### src/rtl/prng_stream_reader.sv
// prng_stream_reader: discards a warm-up window of PRNG words, rejects immediate repeats,
// buffers accepted 128-bit words in a FIFO and serves them LSB slice first over valid/ready.
module prng_stream_reader #(
    parameter int OUT_W  = 32,
    parameter int DEPTH  = 4,
    parameter int WARMUP = 8
) (
    input  logic                       clk,
    input  logic                       rst,
    input  logic [127:0]               random_in,
    input  logic                       enable,
    input  logic                       out_ready,
    output logic                       out_valid,
    output logic [OUT_W-1:0]           out_data,
    output logic [$clog2(DEPTH):0]     level,
    output logic [15:0]                drops,
    output logic                       stuck,
    input  logic                       stuck_clr
);
    localparam int NS = 128 / OUT_W;
    localparam int AW = $clog2(DEPTH);
    localparam int IW = NS > 1 ? $clog2(NS) : 1;
    localparam int WW = WARMUP > 1 ? $clog2(WARMUP) : 1;

    typedef enum logic {WARM, RUN} state_t;

    state_t         state, state_nx;
    logic [WW-1:0]  wcnt;
    logic [IW-1:0]  idx;
    logic [AW-1:0]  wptr, rptr;
    logic [127:0]   mem [DEPTH];
    logic [127:0]   prev, head;
    logic           prev_v, sample, rep, full, push, drop, hs, pop;

    always_comb begin
        state_nx = (state == WARM && enable && wcnt == WW'(WARMUP - 1)) ? RUN : state;
    end

    assign sample    = state == RUN && enable;
    assign rep       = sample && prev_v && random_in == prev;
    // full uses the registered level, so a same-cycle pop never frees room
    assign full      = level == (AW + 1)'(DEPTH);
    assign push      = sample && !rep && !full;
    assign drop      = sample && !rep && full;
    assign out_valid = level != '0;
    assign hs        = out_valid && out_ready;
    assign pop       = hs && idx == IW'(NS - 1);
    assign head      = mem[rptr];
    assign out_data  = out_valid ? head[32'(idx) * OUT_W +: OUT_W] : '0;

    always_ff @(posedge clk) begin
        if (push && !rst) mem[wptr] <= random_in;
    end

    always_ff @(posedge clk) begin
        if (rst) begin
            state  <= WARM;
            wcnt   <= '0;
            idx    <= '0;
            wptr   <= '0;
            rptr   <= '0;
            level  <= '0;
            prev   <= '0;
            prev_v <= 1'b0;
            stuck  <= 1'b0;
            drops  <= '0;
        end else begin
            state <= state_nx;
            if (state == WARM && enable) wcnt <= wcnt + WW'(1);
            if (hs) idx <= pop ? '0 : idx + IW'(1);
            if (push) wptr <= wptr + AW'(1);
            if (pop) rptr <= rptr + AW'(1);
            level <= (push && !pop) ? level + (AW + 1)'(1) :
                     (pop && !push) ? level - (AW + 1)'(1) : level;
            if (sample) begin
                prev   <= random_in;
                prev_v <= 1'b1;
            end
            stuck <= rep || (stuck && !stuck_clr);
            drops <= drop ? (stuck_clr ? 16'd1 : (drops == 16'hFFFF ? drops : drops + 16'd1)) :
                     (stuck_clr ? 16'd0 : drops);
        end
    end
endmodule

### config.mk
export PLATFORM = sky130hd
export DESIGN_NAME = prng_stream_reader
export DESIGN_NICKNAME = d
export VERILOG_FILES = /design/src/rtl/prng_stream_reader.sv
export SDC_FILE = /design/constraint.sdc
export NUM_CORES = 1
export LEC_CHECK = 0
export ABC_AREA = 1
export CORE_MARGIN = 10
export CORE_UTILIZATION = 30
export DETAILED_ROUTE_END_ITERATION = 10
export SKIP_CTS_REPAIR_TIMING = 1
export SLEW_MARGIN = 15
export SYNTH_ARGS = -nofsm -noshare
export SYNTH_HDL_FRONTEND = slang
export SYNTH_SLANG_ARGS = --single-unit
### constraint.sdc
create_clock -name clk -period 10.9 [get_ports clk]
set_clock_uncertainty 0.2 [all_clocks]
set_input_delay 1.09 -clock clk [delete_from_list [all_inputs] [get_ports clk]]
set_output_delay 1.09 -clock clk [all_outputs]
set_load 0.02 [all_outputs]
## After elaboration in Yosys (flattened, before gate mapping)

Memory sizes are Yosys's and may differ from the RTL's. A register that Yosys moved wholly into a read port is not among the register bits.
Cells that the tools add are included.

- Memory bits (writable): 512
- Output and inout port bits: 53
- Register bits after elaboration: 159
- Word-level logic and storage cells: 63
- Input bits: 133
- Memories kept: 1

Memories:

| memory | depth | width | rd ports | clocked after Yosys merged registers in | write ports | line | source |
|---|---|---|---|---|---|---|---|
| mem | 4 | 128 | 1 | 1 | 1 | 31 | `logic [127:0] mem [DEPTH];` |

- Add/subtract/negate cells: 7
- Shift operators: 1
- Bitwise gates (word level): 1
- Equality and inequality tests: 6
- Reduce and logical (&&, ||, !) cells: 25
- Muxes and demuxes: 12

Operators with widths:

| kind | number |
|---|---|
| == test 128 bit | 1 |
| variable part select 128 x 8 -> 32 bit | 1 |
| 2-to-1 mux 16 bit | 4 |
| 2-to-1 mux 32 bit | 1 |
| adder 16 x 1 -> 16 bit (second input constant) | 1 |
| == test 16 bit (second input constant) | 1 |
| logical AND 1 bit | 14 |
| adder 2 x 1 -> 2 bit (second input constant) | 3 |
| adder 3 x 1 -> 3 bit (second input constant) | 2 |
| == test 3 bit (second input constant) | 2 |
| logical NOT 1 bit | 6 |
| 2-to-1 mux 2 bit | 3 |
| 2-to-1 mux 3 bit | 2 |
| nonzero test 2 bit | 2 |
| nonzero test 3 bit | 1 |
| subtractor 3 x 1 -> 3 bit (second input constant) | 1 |
| == test 2 bit (second input constant) | 1 |
| 2-to-1 mux 1 bit | 2 |
| != test 2 bit (second input constant) | 1 |
| AND reduction 2 bit | 1 |
| logical OR 1 bit | 1 |
| inverter 1 bit | 1 |

## Logic depth before layout (Yosys ltp)

- Depth after elaboration: 10
- Gate-level depth with buffers: 20
- Mapped depth without buffers: 20

## Least setup slack after synthesis

Ideal clock, no wire load.

- Kind: in2reg
- Start point: input port random_in[78]
- End point: memory mem[0][0] (enable)
- Library setup time: 0.617 ns
- Required time: 10.083 ns
- Buffers on the path: 0
- Data arrival time: 7.362 ns
- Stages: 12
- Setup slack: 2.722 ns
- Cell sequence: xor2_1 > nor2_1 > and2_0 > nand2_1 > nor2_1 > nand3_1 > nor2_1 > nor2_1 > nand2_1 > inv_1 > nand2_1 > nor2_1

- Word-level cells in the longest chain between the ends: 8

Ends and longest elaborated chain:

| item | line | source |
|---|---|---|
| from (decl) | 10 | `input logic [127:0] random_in,` |
| == test 128 bit | 40 | `assign rep = sample && prev_v && random_in == prev;` |
| logical AND 1 bit | 40 |  |
| logical NOT 1 bit | 43 | `assign push = sample && !rep && !full;` |
| logical AND 1 bit (2 in series) | 43 |  |
| net push | 33 | `logic prev_v, sample, rep, full, push, drop, hs, pop;` |
| logical AND 1 bit | 52 | `if (push && !rst) mem[wptr] <= random_in;` |
| 2-to-1 mux 1 bit | 52 |  |
| 2-to-1 mux 1 bit (not written as such) | 52 |  |
| to (decl) | 31 |  |

The timed path passes the listed nets, and every way through them passes these cells.

==> impl_metrics.tcl <==
set metrics [dict create \
    fmax_mhz 167 \
    io_buffers 185 \
    place_congestion 0.968 \
    firstDrtPassIters 5 \
    ys_seq_elements 673 \
    slowest_stage "buf_4" \
    period_needed_ps 5990 \
    ys.flop_type "edfxtp_1" \
    drc 0 \
    core_area_um2 94700 \
    clk_pin_slew_ps 60 \
    top_layer_used "met5" \
    synth_nets 2898 \
    h-tree-depth 3 \
    drive_above_1_share_pct 6.04 \
    critPathTopFamily "buffers and inverters" \
    grt_use_total_pct 16.3 \
    die_area_um2 108000 \
    n_fill_cell 9412 \
    pwr_density_cell_nw_per_um2 160 \
    start_util_pct 30.2 \
    synth_cells 2755 \
    cp-start-kind "flop" \
    slowest_delay_ps 740 \
    p_leak_nw 11.5 \
    final_common_cell "nor2_1" \
    finalSetupViolations 0 \
    wl_per_cell_um 21.5 \
    die_x_um 329 \
    hold_viol 0 \
    cts_buffer_depth 3 \
    cp_common_cell "buf_4" \
    clockRootBuffer "clkbuf_16" \
    holdWs_ps 266 \
    first_iter_violations 2365 \
    syn2layout_area_growth_pct 19.4 \
    p_total_mw 5.46 \
    peakVddDrop_mv 0.116 \
    cp.required_ps 9610 \
    dieHeight_um 329 \
    nets 3030 \
    cts_tree "yes" \
    globalRouteOverflowTotal 0 \
    relSlewSlack_pct 23.6 \
    dr_wl_met2_um 42900 \
    cap_violations 0 \
    viasPerCell 4.96 \
    worst_slack_ps 4910 \
    seq_area_frac_synth_pct 65.1 \
    path_class "reg -> out" \
    ant_nets 0 \
    status "completed" \
    post_dp_cell_area_um2 31700 \
    layout_common_cells "nor2_1 (537), edfxtp_1 (512), o21ai_0 (408)" \
    place_hpwl_um 59400 \
    grt_pass1_vias 19762 \
    worstMarginPinSlew_ps 1150 \
    postSynthAreaPerCell_um2 10.4 \
    synth-async-reset-ratio_pct 0 \
    wl_met1_um 38700 \
    place_ws_ps 5330 \
    endpoint_kind "output port" \
    wl_met3_um 6380 \
    finalSetupTns_ps 0 \
    fin_crit_sh_pct 55.0 \
    hold_path.class "reg -> reg" \
    drv_slew 0 \
    worstPathMaxFanout 78 \
    insertion_delay_ps 630 \
    cp_cell_sequence "buf_4 > buf_4 > o21ai_0 > o221ai_1 > o211ai_1 > a21oi_1 > clkdlybuf4s50_1" \
    rsz0062_at_grt "no" \
    ys.warnings.count 0 \
    boundaryPins 186 \
    fin_area_um2 34100 \
    grt_pass1_wl_um 132000 \
    syn_area_um2 28600 \
    cts_sinks 673 \
    cts_made_buffers 73 \
    vias 20917 \
    arrival_ps 4700 \
    synthDistinctLibCells 45 \
    rows 113 \
    synth_edf_count 512 \
    path_buf_inv 3 \
    routed_wl_um 90800 \
    grt_max_degree 130 \
    antenna_found_initial 21 \
]
routing by layer:
metal | global-route usage [%] | vias up
li1 | - | 9883
met1 | 21.1 | 10224
met2 | 26.4 | 660
met3 | 3.76 | 134
met4 | 5.80 | 16
met5 | 0 | -
power breakdown:
| part | switching (mW) | internal, mW | total (mW) |
|---|---|---|---|
| clock network | 1.04 | 1.44 | 2.48 |
| logic | 0.143 | 0.0769 | 0.220 |
| registers | 0.00302 | 2.76 | 2.76 |
final timing paths:
path,startpoint,slack [ps],depth (start not counted),end
setup reg to reg,state,6730,14,mem[0][25]
hold / removal,prev[65],270,2,prev[65]
hold reg to reg,prev[65],270,2,prev[65]
setup / recovery,flop,4910,7,out_data[9]
cells in the mapped netlist, types with 3 or more instances:
cell type	n	area [um2]
nand2_2	3	18.8
a21oi_1	123	616
ha_1	9	113
nand3_1	55	275
nand3_2	4	40.0
o221ai_1	92	806
inv_2	12	45.0
buf_1	6	22.5
o211ai_1	36	270
inv_1	169	634
o21ai_0	408	2040
nor3_1	12	60.1
nand3b_1	7	52.6
nand4_1	4	25.0
xor2_1	46	403
buf_2	7	35.0
clkbuf_1	141	529
edfxtp_1	512	15400
o22ai_1	36	225
nand2_1	302	1130
xnor2_1	34	298
and2_1	6	37.5
nor2_1	541	2030
clkinv_1	3	11.3
dfxtp_1	161	3220
cell families (layout without fill, tap and decap cells):
family | Yosys count | in the layout | share of synthesized area, %
other cells | 0 | 4 | 0
xor+xnor | 80 | 80 | 2.45
buf+inv | 339 | 532 | 4.52
compound gates | 703 | 703 | 14.1
simple gates | 950 | 950 | 13.4
flops | 673 | 673 | 65.1
fa+ha+maj | 10 | 10 | 0.464
state kept, by name (all words and copies together), names as in the netlist, named ones only:
signal,flops
rptr,2
prev,128
wcnt,3
idx,2
drops,16
wptr,2
level,3
mem,512
prev_v,1
state,1
stuck,1
worst reg2reg max path, cell delays in order (launching register included):
cell and delay [ps]:
dfxtp_1 360, nand2_8 470, nor2_2 130, nand2_1 90, nor3_1 50, nand2_1 90
nor2_1 50, nand3_1 60, nor2_1 70, nor2_1 170, nand2_1 160, inv_1 110
nand2_1 220, nor2_4 690, buf_4 780
stage by stage:
stage | util (%) | cells
floorplan | - | 2755
global placement | 33.5 | 4077
detailed placement | 33.5 | 4077
CTS | 36.0 | 4213
global route | 36.0 | 4215
finish | 36.0 | 4217
final cells by class:
class / count / area (um2) / area share [%]
antenna: 4 / 10.0 / 0.0293
clock buffer: 95 / 2020 / 5.93
clock inverter: 41 / 388 / 1.14
inverter: 184 / 699 / 2.05
multi-input combinational: 1743 / 8730 / 25.6
sequential: 673 / 18600 / 54.6
tap: 1265 / 1580 / 4.64
timing repair buffer: 212 / 2070 / 6.06
No activity file was read; power rests on OpenSTA's default activity.
